## src/rtl/control_unit_pkg.sv

```systemverilog
// Shared definitions for the clock control unit: time/date word layout,
// FSM state constants and a BCD helper used by the frame validator.
package control_unit_pkg;

    localparam int TAD_W = 44;

    // Field positions inside the 44-bit BCD time/date word
    localparam int SEC_LO_LSB  = 0;   localparam int SEC_LO_W  = 4;
    localparam int SEC_HI_LSB  = 4;   localparam int SEC_HI_W  = 3;
    localparam int MIN_LO_LSB  = 7;   localparam int MIN_LO_W  = 4;
    localparam int MIN_HI_LSB  = 11;  localparam int MIN_HI_W  = 3;
    localparam int HOUR_LO_LSB = 14;  localparam int HOUR_LO_W = 4;
    localparam int HOUR_HI_LSB = 18;  localparam int HOUR_HI_W = 2;
    localparam int DAY_LO_LSB  = 20;  localparam int DAY_LO_W  = 4;
    localparam int DAY_HI_LSB  = 24;  localparam int DAY_HI_W  = 2;
    localparam int MON_LO_LSB  = 26;  localparam int MON_LO_W  = 4;
    localparam int MON_HI_LSB  = 30;  localparam int MON_HI_W  = 1;
    localparam int YEAR_LO_LSB = 31;  localparam int YEAR_LO_W = 4;
    localparam int YEAR_HI_LSB = 35;  localparam int YEAR_HI_W = 4;
    localparam int WDAY_LSB    = 39;  localparam int WDAY_W    = 3;
    localparam int TZ_LSB      = 42;  localparam int TZ_W      = 2;

    // FSM encoding; the enum gives the same values a readable type
    localparam logic [1:0] ST_RUN      = 2'd0;
    localparam logic [1:0] ST_SET      = 2'd1;
    localparam logic [1:0] ST_DCF_LOAD = 2'd2;

    typedef enum logic [1:0] {
        RUN      = ST_RUN,
        SET      = ST_SET,
        DCF_LOAD = ST_DCF_LOAD
    } state_e;

    // Two BCD digits to binary; digits above 9 still give a (large) value,
    // which the range checks then reject.
    function automatic logic [7:0] bcd_val(input logic [3:0] hi, input logic [3:0] lo);
        return 8'(hi) * 8'd10 + 8'(lo);
    endfunction

endpackage

```

## src/rtl/control_unit_tad_validator.sv

```systemverilog
// Combinational plausibility check of a decoded DCF77 time/date word.
// Timezone bits are accepted as-is.
module tad_validator
    import control_unit_pkg::*;
(
    input  logic [TAD_W-1:0] tad,
    output logic             valid
);

    logic [3:0] sec_lo, sec_hi, min_lo, min_hi, hour_lo, hour_hi;
    logic [3:0] day_lo, day_hi, mon_lo, mon_hi, year_lo, year_hi;
    logic [2:0] wday;
    logic [7:0] sec, min, hour, day, mon;
    logic       digits_ok, ranges_ok;
    logic       unused_tz;

    assign sec_lo  = 4'(tad[SEC_LO_LSB  +: SEC_LO_W]);
    assign sec_hi  = 4'(tad[SEC_HI_LSB  +: SEC_HI_W]);
    assign min_lo  = 4'(tad[MIN_LO_LSB  +: MIN_LO_W]);
    assign min_hi  = 4'(tad[MIN_HI_LSB  +: MIN_HI_W]);
    assign hour_lo = 4'(tad[HOUR_LO_LSB +: HOUR_LO_W]);
    assign hour_hi = 4'(tad[HOUR_HI_LSB +: HOUR_HI_W]);
    assign day_lo  = 4'(tad[DAY_LO_LSB  +: DAY_LO_W]);
    assign day_hi  = 4'(tad[DAY_HI_LSB  +: DAY_HI_W]);
    assign mon_lo  = 4'(tad[MON_LO_LSB  +: MON_LO_W]);
    assign mon_hi  = 4'(tad[MON_HI_LSB  +: MON_HI_W]);
    assign year_lo = 4'(tad[YEAR_LO_LSB +: YEAR_LO_W]);
    assign year_hi = 4'(tad[YEAR_HI_LSB +: YEAR_HI_W]);
    assign wday    = tad[WDAY_LSB +: WDAY_W];
    assign unused_tz = ^tad[TZ_LSB +: TZ_W];

    assign sec  = bcd_val(sec_hi,  sec_lo);
    assign min  = bcd_val(min_hi,  min_lo);
    assign hour = bcd_val(hour_hi, hour_lo);
    assign day  = bcd_val(day_hi,  day_lo);
    assign mon  = bcd_val(mon_hi,  mon_lo);

    // Only the 4-bit digits can exceed 9 on their own; narrower tens digits
    // are bounded by the field range checks below.
    assign digits_ok = (sec_lo  <= 4'd9) && (min_lo  <= 4'd9) && (hour_lo <= 4'd9) &&
                       (day_lo  <= 4'd9) && (mon_lo  <= 4'd9) && (year_lo <= 4'd9) &&
                       (year_hi <= 4'd9);

    assign ranges_ok = (sec  <= 8'd59) && (min <= 8'd59) && (hour <= 8'd23) &&
                       (day  >= 8'd1)  && (day <= 8'd31) &&
                       (mon  >= 8'd1)  && (mon <= 8'd12) &&
                       (wday != 3'd0);

    assign valid = digits_ok && ranges_ok;

endmodule

```

## src/rtl/control_unit.sv

```systemverilog
// Clock control unit: selects what the display shows and when the running
// clock is (re)loaded, either from the manual set unit or from DCF77.
module control_unit
    import control_unit_pkg::*;
(
    input  logic             cll,
    input  logic             nReset,
    input  logic             clk_en,
    input  logic             SET_in,
    input  logic             DCF_Enable_in,
    input  logic             DCF_set_in,
    input  logic [TAD_W-1:0] DCF_timeAndDate_in,
    input  logic [TAD_W-1:0] SetClock_timeAndDate_in,
    input  logic [TAD_W-1:0] clock_timeAndDate_In,
    output logic [TAD_W-1:0] LCD_timeAndDate_Out,
    output logic [TAD_W-1:0] clock_timeAndDate_Out,
    output logic             clock_set_out
);

    logic [1:0] state, state_nxt;
    logic       dcf_valid;
    logic       dcf_take;

    tad_validator u_validator (
        .tad   (DCF_timeAndDate_in),
        .valid (dcf_valid)
    );

    // A DCF frame is only taken from RUN, so a held strobe yields one load
    // per RUN/DCF_LOAD round trip; SET_in always wins.
    assign dcf_take = (state == ST_RUN) && !SET_in && DCF_Enable_in &&
                      DCF_set_in && dcf_valid;

    // Next-state selection
    always_comb begin
        state_nxt = ST_RUN;
        case (state)
            ST_RUN:      state_nxt = SET_in ? ST_SET : (dcf_take ? ST_DCF_LOAD : ST_RUN);
            ST_SET:      state_nxt = SET_in ? ST_SET : ST_RUN;
            ST_DCF_LOAD: state_nxt = SET_in ? ST_SET : ST_RUN;
            default:     state_nxt = ST_RUN;
        endcase
    end

    // State and registered outputs, advanced only on enabled edges
    always_ff @(posedge cll or negedge nReset) begin
        if (!nReset) begin
            state                 <= ST_RUN;
            LCD_timeAndDate_Out   <= '0;
            clock_timeAndDate_Out <= '0;
            clock_set_out         <= 1'b0;
        end else if (clk_en) begin
            state <= state_nxt;
            case (state_nxt)
                ST_SET: begin
                    LCD_timeAndDate_Out   <= SetClock_timeAndDate_in;
                    clock_timeAndDate_Out <= SetClock_timeAndDate_in;
                    clock_set_out         <= 1'b1;
                end
                ST_DCF_LOAD: begin
                    LCD_timeAndDate_Out   <= DCF_timeAndDate_in;
                    clock_timeAndDate_Out <= DCF_timeAndDate_in;
                    clock_set_out         <= 1'b1;
                end
                default: begin
                    LCD_timeAndDate_Out   <= clock_timeAndDate_In;
                    clock_set_out         <= 1'b0;
                end
            endcase
        end
    end

endmodule

```

## config.mk

```make
export PLATFORM = sky130hd
export DESIGN_NAME = control_unit
export DESIGN_NICKNAME = d
export VERILOG_FILES = /design/src/rtl/control_unit_pkg.sv /design/src/rtl/control_unit_tad_validator.sv /design/src/rtl/control_unit.sv
export SDC_FILE = /design/constraint.sdc
export NUM_CORES = 1
export LEC_CHECK = 0
export ABC_CLOCK_PERIOD_IN_PS = 6640
export BUFFER_PORTS_ARGS = -buffer_cell sky130_fd_sc_hd__buf_4
export CORE_MARGIN = 2
export CORE_UTILIZATION = 40
export CTS_BUF_LIST = sky130_fd_sc_hd__clkbuf_2 sky130_fd_sc_hd__clkbuf_4 sky130_fd_sc_hd__clkbuf_8
export DETAILED_ROUTE_END_ITERATION = 10
export GPL_TIMING_DRIVEN = 1
export PLACE_DENSITY = 0.75
export SLEW_MARGIN = 20
export SYNTH_ARGS = -nofsm -noshare
export SYNTH_HDL_FRONTEND = slang
export SYNTH_SLANG_ARGS = --single-unit
export TNS_END_PERCENT = 10
```

## constraint.sdc

```tcl
create_clock -name cll -period 6.64 [get_ports cll]
set_clock_uncertainty 0.2 [all_clocks]
set_input_delay 0 -clock cll [delete_from_list [all_inputs] [get_ports cll]]
set_output_delay 0 -clock cll [all_outputs]
set_load 0.05 [all_outputs]
```

# [Word level (Yosys, flattened, before mapping)]
# Index checks and enable logic that the tools add are counted.
[word_totals] reg_bits=91 inputBits=138 elab_cells=64
[op_classes] reduce_logical=25 n_addsub=5 eq_ne=4 n_mux=7 magnitude_cmp=14 multipliers=5
[ops] operator="one-hot mux 44 bit (2 select lines)" count=2
[ops] operator="adder 8 x 4 -> 8 bit" count=5
[ops] operator="less-or-equal comparator 4 bit, second input constant" count=7
[ops] operator="logical AND 1 bit" count=18
[ops] operator="greater-or-equal comparator 8 x 1 -> 1 bit, second input constant" count=2
[ops] operator="less-or-equal comparator 8 x 5 -> 1 bit, second input constant" count=2
[ops] operator="less-or-equal comparator 8 x 6 -> 1 bit, second input constant" count=2
[ops] operator="multiplier 3 x 3 -> 6 bit, second input constant" count=2
[ops] operator="multiplier 2 x 3 -> 5 bit, second input constant" count=2
[ops] operator="less-or-equal comparator 8 x 4 -> 1 bit, second input constant" count=1
[ops] operator="== test 2 x 1 -> 1 bit, second input constant" count=2
[ops] operator="== test 2 bit, second input constant" count=2
[ops] operator="multiplier 1 x 3 -> 4 bit, second input constant" count=1
[ops] operator="2-to-1 mux 2 bit" count=2
[ops] operator="one-hot mux 2 bit (2 select lines)" count=1
[ops] operator="OR reduction 2 bit" count=2
[ops] operator="nonzero test 3 bit" count=1
[ops] operator="zero test 2 bit" count=1
[ops] operator="2-to-1 mux 1 bit" count=2
[ops] operator="AND reduction 2 bit" count=1
[ops] operator="nonzero test 2 bit" count=1
[ops] operator="zero test 1 bit" count=1

# [Depth between registers and ports, before layout]
# Gate-level depths: netlist (run 1).
[logic_depth] word_depth=18 mapped_depth=16 depth_no_buf=12

# [By module]
# Synthesis (run 1) repeated with hierarchy kept, for this count alone.
[hier_totals] cells_unflattened=498 hier_area_um2=5989.5
[by_module_without_submodules] module="control_unit" area_each_um2=5288.8 cells_per_inst=415 seq_area_each_um2=2277.2 n_inst=1
[by_module_without_submodules] module="tad_validator" area_each_um2=700.7 cells_per_inst=83 seq_area_each_um2=0.0 n_inst=1

# [Worst setup path after synthesis (run 1)]
# OpenSTA, ideal clock, no wires.
[synth_path] kind="input -> register" startpoint="in DCF_timeAndDate_in[8]" endpoint="reg clock_set_out" t_required_ns=6.297 cell_stages=13 setup_slack_ns=2.850 path_buffers=4 t_arrival_ns=3.448 path_cell_list="ha_1 fa_1 or4_4 a2111oi_4 o2111ai_2 or3_1 ha_1 clkbuf_1 nand2b_1 clkbuf_1 clkbuf_1 clkbuf_1 o21ai_0"
[synth_via] elab_chain_len=17 elab_cells_between_ends=25
[synth_lines] item="start: declaration" line_no="control_unit.sv:12" rtl="input logic [TAD_W-1:0] DCF_timeAndDate_in,"
[synth_lines] item="adder 8 x 4 -> 8 bit" line_no="control_unit_pkg.sv:37" rtl="return 8'(hi) * 8'd10 + 8'(lo);"
[synth_lines] item="less-or-equal comparator 8 x 6 -> 1 bit" line_no="control_unit_tad_validator.sv:44" rtl="assign ranges_ok = (sec <= 8'd59) && (min <= 8'd59) && (hour <= 8'd23) &&"
[synth_lines] item="logical AND 1 bit (3 in a row)" line_no="control_unit_tad_validator.sv:44"
[synth_lines] item="logical AND 1 bit (2 in a row)" line_no="control_unit_tad_validator.sv:45" rtl="(day >= 8'd1) && (day <= 8'd31) &&"
[synth_lines] item="logical AND 1 bit (2 in a row)" line_no="control_unit_tad_validator.sv:46" rtl="(mon >= 8'd1) && (mon <= 8'd12) &&"
[synth_lines] item="logical AND 1 bit *" line_no="control_unit_tad_validator.sv:49" rtl="assign valid = digits_ok && ranges_ok;"
[synth_lines] item="logical AND 1 bit *" line_no="control_unit.sv:32" rtl="DCF_set_in && dcf_valid;"
[synth_lines] item="2-to-1 mux 2 bit * (2 in a row)" line_no="control_unit.sv:38" rtl="ST_RUN: state_nxt = SET_in ? ST_SET : (dcf_take ? ST_DCF_LOAD : ST_RUN);"
[synth_lines] item="one-hot mux 2 bit (2 select lines) *" line_no="control_unit.sv:37" rtl="case (state)"
[synth_lines] item="== test 2 bit or == test 2 x 1 -> 1 bit (tied branches)" line_no="control_unit.sv:54" rtl="case (state_nxt)"
[synth_lines] item="OR reduction 2 bit (no line) *"
[synth_lines] item="2-to-1 mux 1 bit *" line_no="control_unit.sv:54"
[synth_lines] item="end signal: assignment" line_no="control_unit.sv:51" rtl="clock_set_out <= 1'b0;"
[synth_lines] item="end signal: assignment" line_no="control_unit.sv:58" rtl="clock_set_out <= 1'b1;"
[synth_lines] item="end signal: assignment" line_no="control_unit.sv:63" rtl="clock_set_out <= 1'b1;"
[synth_lines] item="end: declaration" line_no="control_unit.sv:17" rtl="output logic clock_set_out"
# Every way passes the cells marked *; elsewhere a longest branch is shown, timed or not.
# A chain may end at the register's enable or synchronous reset.

# [Final worst setup path (run 1)]
[layout_path] startpoint="reg state[0]" endpoint="reg LCD_timeAndDate_Out[3]"
[layout_via] elab_chain_len=10 elab_cells_between_ends=14
[layout_lines] item="start: declaration" line_no="control_unit.sv:20" rtl="logic [1:0] state, state_nxt;"
[layout_lines] item="start signal: assignment" line_no="control_unit.sv:53" rtl="state <= state_nxt;"
[layout_lines] item="zero test 2 bit" line_no="control_unit.sv:31, control_unit.sv:37"
[layout_lines] item="logical AND 1 bit (3 in a row)" line_no="control_unit.sv:31" rtl="assign dcf_take = (state == ST_RUN) && !SET_in && DCF_Enable_in &&"
[layout_lines] item="logical AND 1 bit" line_no="control_unit.sv:32"
[layout_lines] item="2-to-1 mux 2 bit (2 in a row)" line_no="control_unit.sv:38"
[layout_lines] item="one-hot mux 2 bit (2 select lines) *" line_no="control_unit.sv:37"
[layout_lines] item="via state_nxt[1]" line_no="control_unit.sv:20"
[layout_lines] item="== test 2 bit or == test 2 x 1 -> 1 bit (tied branches)" line_no="control_unit.sv:54"
[layout_lines] item="one-hot mux 44 bit (2 select lines) *" line_no="control_unit.sv:54"
[layout_lines] item="end signal: assignment" line_no="control_unit.sv:56" rtl="LCD_timeAndDate_Out <= SetClock_timeAndDate_in;"
[layout_lines] item="end signal: assignment" line_no="control_unit.sv:61" rtl="LCD_timeAndDate_Out <= DCF_timeAndDate_in;"
[layout_lines] item="end signal: assignment" line_no="control_unit.sv:66" rtl="LCD_timeAndDate_Out <= clock_timeAndDate_In;"
[layout_lines] item="end: declaration" line_no="control_unit.sv:15" rtl="output logic [TAD_W-1:0] LCD_timeAndDate_Out,"
# Mark *: on every way through the listed nets, which the timed path passes. The rest lies on a longest branch.

==> results_dict.tcl, run 1 <==
set metrics [dict create \
    status "finished, final reports clean" \
    nets 1096 \
    drv_slew 0 \
    tns_ns 0 \
    clock_path_buffers 2 \
    gp_congestion 0.782 \
    drt_pass1_iterations 5 \
    setup_viol 0 \
    clk_pin_slew_worst_paths_ns 0.10 \
    grt_overflow 0 \
    netlist_top_cells_area "dfrtp_1 (42%), o21ai_0 (9.3%), mux2_2 (9.2%)" \
    grt_max_degree 89 \
    mappedNetlistArea_um2 5360 \
    fin_crit_ns 4.66 \
    grt_setup_unrepaired "no" \
    cts_tree "yes" \
    synth-seq-cells 91 \
    dieArea_um2 14300 \
    seqPwrFrac_pct 34.5 \
    pwr-share-clk_pct 19.6 \
    num_rows 42 \
    cts_buffers 9 \
    synth_nets 712 \
    cp-end-kind "flip-flop" \
    p_int_mw 1.18 \
    die-height_um 120 \
    cts.sinks 91 \
    h-tree-depth 3 \
    synthFlopType "dfrtp_1" \
    period_share_pct 70.2 \
    fill_cells 887 \
    synth_top_area_share_pct 42.5 \
    io_pins 227 \
    vias 5865 \
    dp.final_hpwl_mm 11.4 \
    grtUsageTotal_pct 27.5 \
    leakagePower_nw 4.23 \
    power_density_nw_per_um2 221 \
    drtIter0Drc 293 \
    switchingPower_uw 856 \
    drv_cap 0 \
    synth_cell_types 42 \
    reg2reg_depth 13 \
    critPathArrivalTime_ns 4.79 \
    layout-drive-gt1-share_pct 31.9 \
    finalHoldViolations 0 \
    power_mw 2.04 \
    placeableCoreArea_um2 13200 \
    place_ws_ns 2.23 \
    crit_path_max_fanout 55 \
    min-delay-start "clk_en" \
    async_flop_share_pct 100 \
    ys_seq_area_share_pct 42.5 \
    ir_drop_v 0.000159 \
    reg2reg_from "state[0]$_DFFE_PN0P_" \
    placement.io_buffers 226 \
    syn_inst 545 \
    yosysTopAreaCell "dfrtp_1" \
    drc_errors 0 \
    timing.rr.end "LCD_timeAndDate_Out[3]$_DFFE_PN0P_" \
    grt_pass1_vias 6274 \
    r2r_slack_ns 1.98 \
    start_util_pct 40.7 \
    use_met1_pct 30.9 \
    grt_busiest_layer "met2" \
    holdWs_ns 0.0476 \
    use_met2_pct 49.4 \
    antenna_found_initial 0 \
    critPathRequiredTime_ns 6.77 \
    syn2layout_area_growth_pct 72.0 \
    root_buffer "clkbuf_8" \
    synth.avg_cell_area_um2 9.84 \
    totalWireLength_mm 19.6 \
    viasPerCell 5.28 \
    met3_usage_pct 5.66 \
    clk_latency_ns 0.38 \
    ant_nets 0 \
    relSlewSlack_pct 34.4 \
    critical_path_class "flip-flop to flip-flop" \
    post_cts_resized 0 \
    die-width_um 120 \
    min_path_cells 2 \
    synth_edf_count 0 \
    critPathLaunchType "flip-flop" \
    wire_per_inst_um 17.6 \
    diodes 0 \
    fin_ws_ns 1.98 \
    p_sw_share_pct 42.0 \
    power_frac_comb_pct 45.9 \
    grt_pass1_wl_mm 31.2 \
    synth_warnings 0 \
    holdPathEnd "clock_set_out$_DFFE_PN0P_" \
    fmax_mhz 214 \
    hold_class "input pin to flip-flop" \
    fin_util_pct 69.9 \
    worst_pin_slew_ns 0.985 \
]
[critical path: stages, from the launching register on]
cell and delay (ns):
dfrtp_1 0.40, inv_1 0.08, ha_1 0.16, and4b_1 0.22, nand4_1 0.16, a2111oi_4 0.33, o2111ai_2 0.17, nor3_1 0.40
ha_4 0.72, buf_4 0.55, a22oi_1 0.16, o21ai_0 0.23, dlygate4sd3_1 0.60, mux2_2 0.15
[kinds of logic after synthesis]
| family | synth area share (%) |
|---|---|
| xor gates and xnor gates | 0.817 |
| DFF | 42.5 |
| AOI/OAI and AO/OA | 18.2 |
| and+or+nand+nor | 9.78 |
| muxes | 17.6 |
| adders and majority gates | 7.51 |
| buffers and inverters | 3.59 |
[what timing repair did]
action,in CTS,in global routing
endpoints found under the hold margin,132,0
hold buffers,183,0
buffers inserted,0,0
[worst max-delay path by stage]
stage / from / to / slack [ns] / depth (start not counted)
2_1_floorplan: DCF_timeAndDate_in[8] / clock_set_out$_DFFE_PN0P_ / 2.85 / 13
3_3_place_gp: DCF_timeAndDate_in[8] / LCD_timeAndDate_Out[40]$_DFFE_PN0P_ / 2.46 / 12
3_5_place_dp: DCF_timeAndDate_in[11] / LCD_timeAndDate_Out[40]$_DFFE_PN0P_ / 2.23 / 14
4_1_cts: state[0]$_DFFE_PN0P_ / LCD_timeAndDate_Out[40]$_DFFE_PN0P_ / 2.13 / 13
5_1_grt: state[0]$_DFFE_PN0P_ / LCD_timeAndDate_Out[3]$_DFFE_PN0P_ / 1.82 / 13
6_report: state[0]$_DFFE_PN0P_ / LCD_timeAndDate_Out[3]$_DFFE_PN0P_ / 1.98 / 13
[cells in the final DEF (no fill, tap or decap), types with 2 or more instances in the layout]
| cell type | instances |
|---|---|
| mux2_2 | 44 |
| mux2i_1 | 45 |
| clkinv_4 | 3 |
| xnor2_1 | 3 |
| buf_4 | 230 |
| xor2_1 | 2 |
| or3_1 | 3 |
| o21a_1 | 2 |
| nor3_1 | 2 |
| inv_1 | 10 |
| nor2_1 | 2 |
| dfrtp_1 | 91 |
| clkbuf_8 | 9 |
| nand3_1 | 5 |
| nand4_1 | 2 |
| ha_1 | 23 |
| and3b_1 | 2 |
| nand2_1 | 93 |
| fa_1 | 4 |
| dlygate4sd3_1 | 182 |
| o21ai_0 | 100 |
| a22oi_1 | 44 |
| clkinvlp_4 | 3 |
| a21oi_1 | 6 |
[cell usage after synthesis (all sizes together), types with 2 or more instances]
library cell	number
a22oi	44
and3b	2
o21a	2
nor3	2
xnor2	3
clkbuf	31
nand3	5
o21ai	100
nand4	2
a21oi	6
nand2	93
fa	4
ha	25
dfrtp	91
mux2	44
mux2i	45
nor2	2
or4	2
or3	3
inv	10
xor2	2
buf	9
[power by group through the flow]
| stage | clock network [mW] | registers [mW] | logic [mW] |
|---|---|---|---|
| global placement | 0 | 0.706 | 0.801 |
| CTS | 0.410 | 0.700 | 0.922 |
| floorplan | 0 | 1.03 | 0.184 |
| detailed placement | 0 | 0.710 | 0.815 |
| finish | 0.400 | 0.705 | 0.937 |
| global route | 0.434 | 0.714 | 0.987 |
[metrics by stage]
stage          cell area [µm²]  cells
6_report                  9220   1110
3_3_place_gp              7170    911
4_1_cts                   9220   1110
3_5_place_dp              7170    911
5_1_grt                   9220   1110
2_1_floorplan             5360    545
[state kept, by name (all words and copies together) (netlist names)]
signal and count:
clock_timeAndDate_Out 44, clock_set_out 1, state 2, LCD_timeAndDate_Out 44
[per-layer routing]
layer,wire length (µm),part of all wire (%)
met5,0,0
met4,702,3.6
met3,1210,6.2
met2,10100,52
met1,7510,38
[area by class of cell]
type	instances	area (µm²)	share of cell area (%)
Clock buffer	9	124	1.34
Clock inverter	7	78.8	0.855
Inverter	10	37.5	0.407
Multi-Input combinational cell	404	2910	31.6
Sequential cell	91	2280	24.7
Tap cell	176	220	2.39
Timing Repair Buffer	413	3580	38.8
Note: power is estimated with default switching activity, not from simulation.
==> run 2: changes to the inputs <==
ABC_CLOCK_PERIOD_IN_PS = 4700   (was 6640)
clock period = 4.7 ns   (was 6.64 ns; I/O delays follow)
==> results_dict.tcl, run 2 (synthesis results as in run 1) <==
set metrics [dict create \
    fin_ws_ns 0.436 \
    hold_class "input pin to flip-flop" \
    ir_drop_v 0.000230 \
    wire_per_inst_um 17.9 \
    die-width_um 120 \
    fin_cells 1113 \
    antenna_found_initial 0 \
    root_buffer "clkbuf_8" \
    clock_path_buffers 2 \
    gp_congestion 0.817 \
    totalWireLength_mm 19.9 \
    worst_pin_slew_ns 1.03 \
    endpoint "LCD_timeAndDate_Out[42]$_DFFE_PN0P_" \
    dp.final_hpwl_mm 11.6 \
    cts_buffers 9 \
    viasPerCell 5.43 \
    critical_path_class "input pin to flip-flop" \
    period_share_pct 90.7 \
    tns_ns 0 \
    largestRegisters "LCD_timeAndDate_Out (44), clock_timeAndDate_Out (44), state (2)" \
    fin_util_pct 70.3 \
    status "finished, final reports clean" \
    final_cell_mix "buf_4 (233), dlygate4sd3_1 (181), o21ai_0 (100), nand2_1 (93), dfrtp_1 (91)" \
    finalHoldViolations 0 \
    power_mw 2.92 \
    grtUsageTotal_pct 28.1 \
    clk_pin_slew_worst_paths_ns 0.09 \
    drv_cap 0 \
    placement.io_buffers 226 \
    fin_crit_ns 4.26 \
    place_ws_ns 0.879 \
    grt_pass1_wl_mm 32.0 \
    drv_slew 0 \
    setup_viol 0 \
    fmax_mhz 235 \
    reg2reg_depth 12 \
    syn2layout_area_growth_pct 72.9 \
    reg2reg_from "state[0]$_DFFE_PN0P_" \
    die-height_um 120 \
    num_rows 42 \
    grt_setup_unrepaired "no" \
    r2r_slack_ns 0.69 \
    leakagePower_nw 4.28 \
    placed_cell_area_um2 7210 \
    drt_pass1_iterations 5 \
    clk_latency_ns 0.37 \
    io_pins 227 \
    grt_max_degree 52 \
    diodes 0 \
    final_common_cell "buf_4" \
    critPathLaunchType "input pin" \
    dp_cells 915 \
    grt_pass1_vias 6481 \
    critPathArrivalTime_ns 4.38 \
    cp-end-kind "flip-flop" \
    drc_errors 0 \
    start_util_pct 40.7 \
    drtIter0Drc 417 \
    critPathRequiredTime_ns 4.81 \
    crit_path_max_fanout 44 \
    dieArea_um2 14300 \
    worstSetupStartpoint "DCF_timeAndDate_in[19]" \
    power_density_nw_per_um2 315 \
    holdWs_ns 0.0287 \
    relSlewSlack_pct 31.0 \
    layout-drive-gt1-share_pct 32.2 \
    vias 6039 \
    timing.rr.end "LCD_timeAndDate_Out[3]$_DFFE_PN0P_" \
    cts_tree "yes" \
    grt_overflow 0 \
    post_cts_resized 0 \
    ant_nets 0 \
    cts.sinks 91 \
    fin_area_um2 9270 \
    cts_setup_buffers 0 \
    h-tree-depth 3 \
    nets 1099 \
    placeableCoreArea_um2 13200 \
]
-- run 2: cell types whose count changed in the layout (fill, tap and decap cells not counted) --
cell	previous run	this run
bufinv_16	1	2
clkinv_4	3	2
buf_4	230	233
dlygate4sd3_1	182	181
buf_12	0	1
clkinv_2	0	3
clkinvlp_4	3	0
-- run 2: routing by layer --
layer	GRT usage (%)	wire length [µm]	vias up	part of all wire (%)
met1	31.8	7610	2957	38
met2	50.6	10400	295	52
met5	0	0	-	0
met3	5.70	1240	59	6.2
met4	13.0	650	0	3.3
li1	-	-	2728	-
-- run 2: what timing repair did --
item / in CTS / in global routing
hold buffers: 182 / 0
endpoints found under the setup margin: 0 / 0
hold endpoints to repair: 135 / 0
-- run 2: worst min-delay path by stage --
stage,to,from,slack (ns),cells after the start
global route,state[1]$_DFFE_PN0P_,DCF_timeAndDate_in[17],0.03,6
CTS,state[1]$_DFFE_PN0P_,DCF_timeAndDate_in[16],0.002,6
floorplan,LCD_timeAndDate_Out[0]$_DFFE_PN0P_,nReset,-0.50,0
global placement,LCD_timeAndDate_Out[16]$_DFFE_PN0P_,nReset,-0.15,1
detailed placement,LCD_timeAndDate_Out[16]$_DFFE_PN0P_,nReset,-0.15,1
finish,state[1]$_DFFE_PN0P_,DCF_timeAndDate_in[17],0.03,6
-- run 2: power breakdown --
part	leakage, nW	internal [mW]	switching (mW)
Sequential	1.13	0.914	0.0805
Clock	0.113	0.299	0.296
Combinational	3.03	0.513	0.817
-- run 2: final cells by class --
cell class,instances,area (µm²)
clock buffer,9,124
clock inverter,7,92.6
fill,881,3920
inverter,10,37.5
multi-input combinational,404,2910
sequential,91,2280
tap,176,220
timing repair buffer,416,3610
-- run 2: critical path, cell delays in order --
cell and delay [ns]:
dlygate4sd3_1 0.53, buf_4 0.15, inv_1 0.06, fa_1 0.44
or4b_2 0.63, nand4_1 0.16, a2111oi_4 0.06, o2111ai_2 0.10
or3_1 0.15, ha_2 0.87, a22oi_1 0.20, o21ai_0 0.26
dlygate4sd3_1 0.61, mux2_2 0.15
==> run 3: changes to the inputs <==
PLACE_DENSITY = 0.7   (was 0.75)
==> results_dict.tcl, run 3 (synthesis results as in run 1) <==
set metrics [dict create \
    fill_cells 955 \
    num_rows 42 \
    fin_crit_ns 4.31 \
    use_met1_pct 31.9 \
    dieArea_um2 14300 \
    crit_path_max_fanout 44 \
    grt_setup_unrepaired "no" \
    power_mw 2.87 \
    leakagePower_nw 4.26 \
    ir_drop_v 0.000260 \
    antenna_found_initial 0 \
    grt_busiest_layer "met2" \
    clk_latency_ns 0.38 \
    dp.final_hpwl_mm 11.5 \
    totalWireLength_mm 19.3 \
    power_density_nw_per_um2 311 \
    largestRegisters "LCD_timeAndDate_Out (44), clock_timeAndDate_Out (44), state (2)" \
    period_share_pct 91.7 \
    placeableCoreArea_um2 13200 \
    tns_ns 0 \
    layout-drive-gt1-share_pct 32.2 \
    drc_errors 0 \
    die-height_um 120 \
    clock_path_buffers 2 \
    critPathArrivalTime_ns 4.43 \
    drt_pass1_iterations 5 \
    start_util_pct 40.7 \
    placement.io_buffers 226 \
    grt_pass1_vias 6344 \
    critical_path_class "input pin to flip-flop" \
    drv_cap 0 \
    critPathLaunchType "input pin" \
    reg2reg_depth 13 \
    final_common_cell "buf_4" \
    gp_congestion 0.853 \
    min_path_cells 6 \
    setup_viol 0 \
    h-tree-depth 3 \
    wire_per_inst_um 17.4 \
    cts_tree "yes" \
    viasPerCell 5.29 \
    ant_nets 0 \
    fmax_mhz 232 \
    vias 5880 \
    root_buffer "clkbuf_8" \
    fin_area_um2 9240 \
    use_met2_pct 49.4 \
    cts.sinks 91 \
    die-width_um 120 \
    drtIter0Drc 404 \
    cts_buffers 9 \
    finalHoldViolations 0 \
    hold_class "input pin to flip-flop" \
    worst_pin_slew_ns 1.05 \
    clk_pin_slew_worst_paths_ns 0.10 \
    status "finished, final reports clean" \
    met3_usage_pct 4.99 \
    grt_max_degree 56 \
    cp-end-kind "flip-flop" \
    diodes 0 \
    syn2layout_area_growth_pct 72.3 \
    nets 1098 \
    fin_util_pct 70.0 \
    post_cts_resized 0 \
    grt_pass1_wl_mm 31.1 \
    drv_slew 0 \
    grtUsageTotal_pct 27.3 \
    grt_overflow 0 \
    placed_cell_area_um2 7210 \
    io_pins 227 \
    critPathRequiredTime_ns 4.82 \
    final_cell_mix "buf_4 (232), dlygate4sd3_1 (181), o21ai_0 (100), nand2_1 (93), dfrtp_1 (91)" \
    relSlewSlack_pct 30.1 \
]
[run 3: cell types whose count changed in the layout (fill, tap and decap cells not counted)]
cell / before / now
buf_12: 1 / 2
bufinv_16: 2 / 1
inv_6: 0 / 2
buf_4: 233 / 232
clkinv_2: 3 / 2
buf_16: 1 / 0
[run 3: final timing paths]
| path | end | slack, ns | startpoint |
|---|---|---|---|
| max in group asynchronous | clock_timeAndDate_Out[13]$_DFFE_PN0P_ | 3.14 | nReset |
| min | state[1]$_DFFE_PN0P_ | 0.03 | DCF_timeAndDate_in[28] |
| max reg2reg | LCD_timeAndDate_Out[40]$_DFFE_PN0P_ | 0.58 | state[0]$_DFFE_PN0P_ |
| min in group asynchronous | clock_timeAndDate_Out[15]$_DFFE_PN0P_ | 0.50 | nReset |
| min reg2reg | clock_timeAndDate_Out[28]$_DFFE_PN0P_ | 0.29 | clock_timeAndDate_Out[28]$_DFFE_PN0P_ |
| max | LCD_timeAndDate_Out[37]$_DFFE_PN0P_ | 0.39 | DCF_timeAndDate_in[19] |
[run 3: final cells by class]
cell class              instances  area, µm²  share of cell area (%)
inverters                      10       37.5                   0.406
clock inverters                 7       75.1                   0.813
well taps                     176        220                    2.38
repair buffers                415       3590                    38.9
flip-flops and latches         91       2280                    24.7
clock buffers                   9        124                    1.34
multi-input cells             404       2910                    31.5
[run 3: worst max-delay path, stage by stage]
cell	delay, ns
dlygate4sd3_1	0.53
buf_4	0.15
inv_1	0.06
fa_1	0.44
or4b_2	0.64
nand4_1	0.17
a2111oi_4	0.06
o2111ai_2	0.09
or3_1	0.15
ha_2	0.88
a22oi_1	0.28
o21ai_0	0.24
dlygate4sd3_1	0.58
mux2_2	0.15
[run 3: power breakdown]
group / internal, mW / total [mW] / switching, mW
clock: 0.250 / 0.557 / 0.307
combinational: 0.512 / 1.32 / 0.807
sequential: 0.914 / 0.993 / 0.0790
[run 3: metrics by stage]
step           hold WS [ns]  worst slack (ns)  cells
2_1_floorplan        -0.496             0.910    545
3_3_place_gp         -0.193             0.942    914
3_5_place_dp         -0.189             0.815    914
4_1_cts              0.0130             0.585   1112
5_1_grt              0.0843             0.271   1112
6_report             0.0349             0.392   1112
[run 3: what timing repair did]
item | in CTS | in global routing
buffers inserted | 0 | 0
hold buffers | 182 | 0
hold endpoints to repair | 129 | 0
[run 3: layer usage]
metal	up-vias	routed length (µm)
met5	-	0
met4	0	556
met3	47	1090
met2	240	10000
met1	2869	7610
li1	2724	-
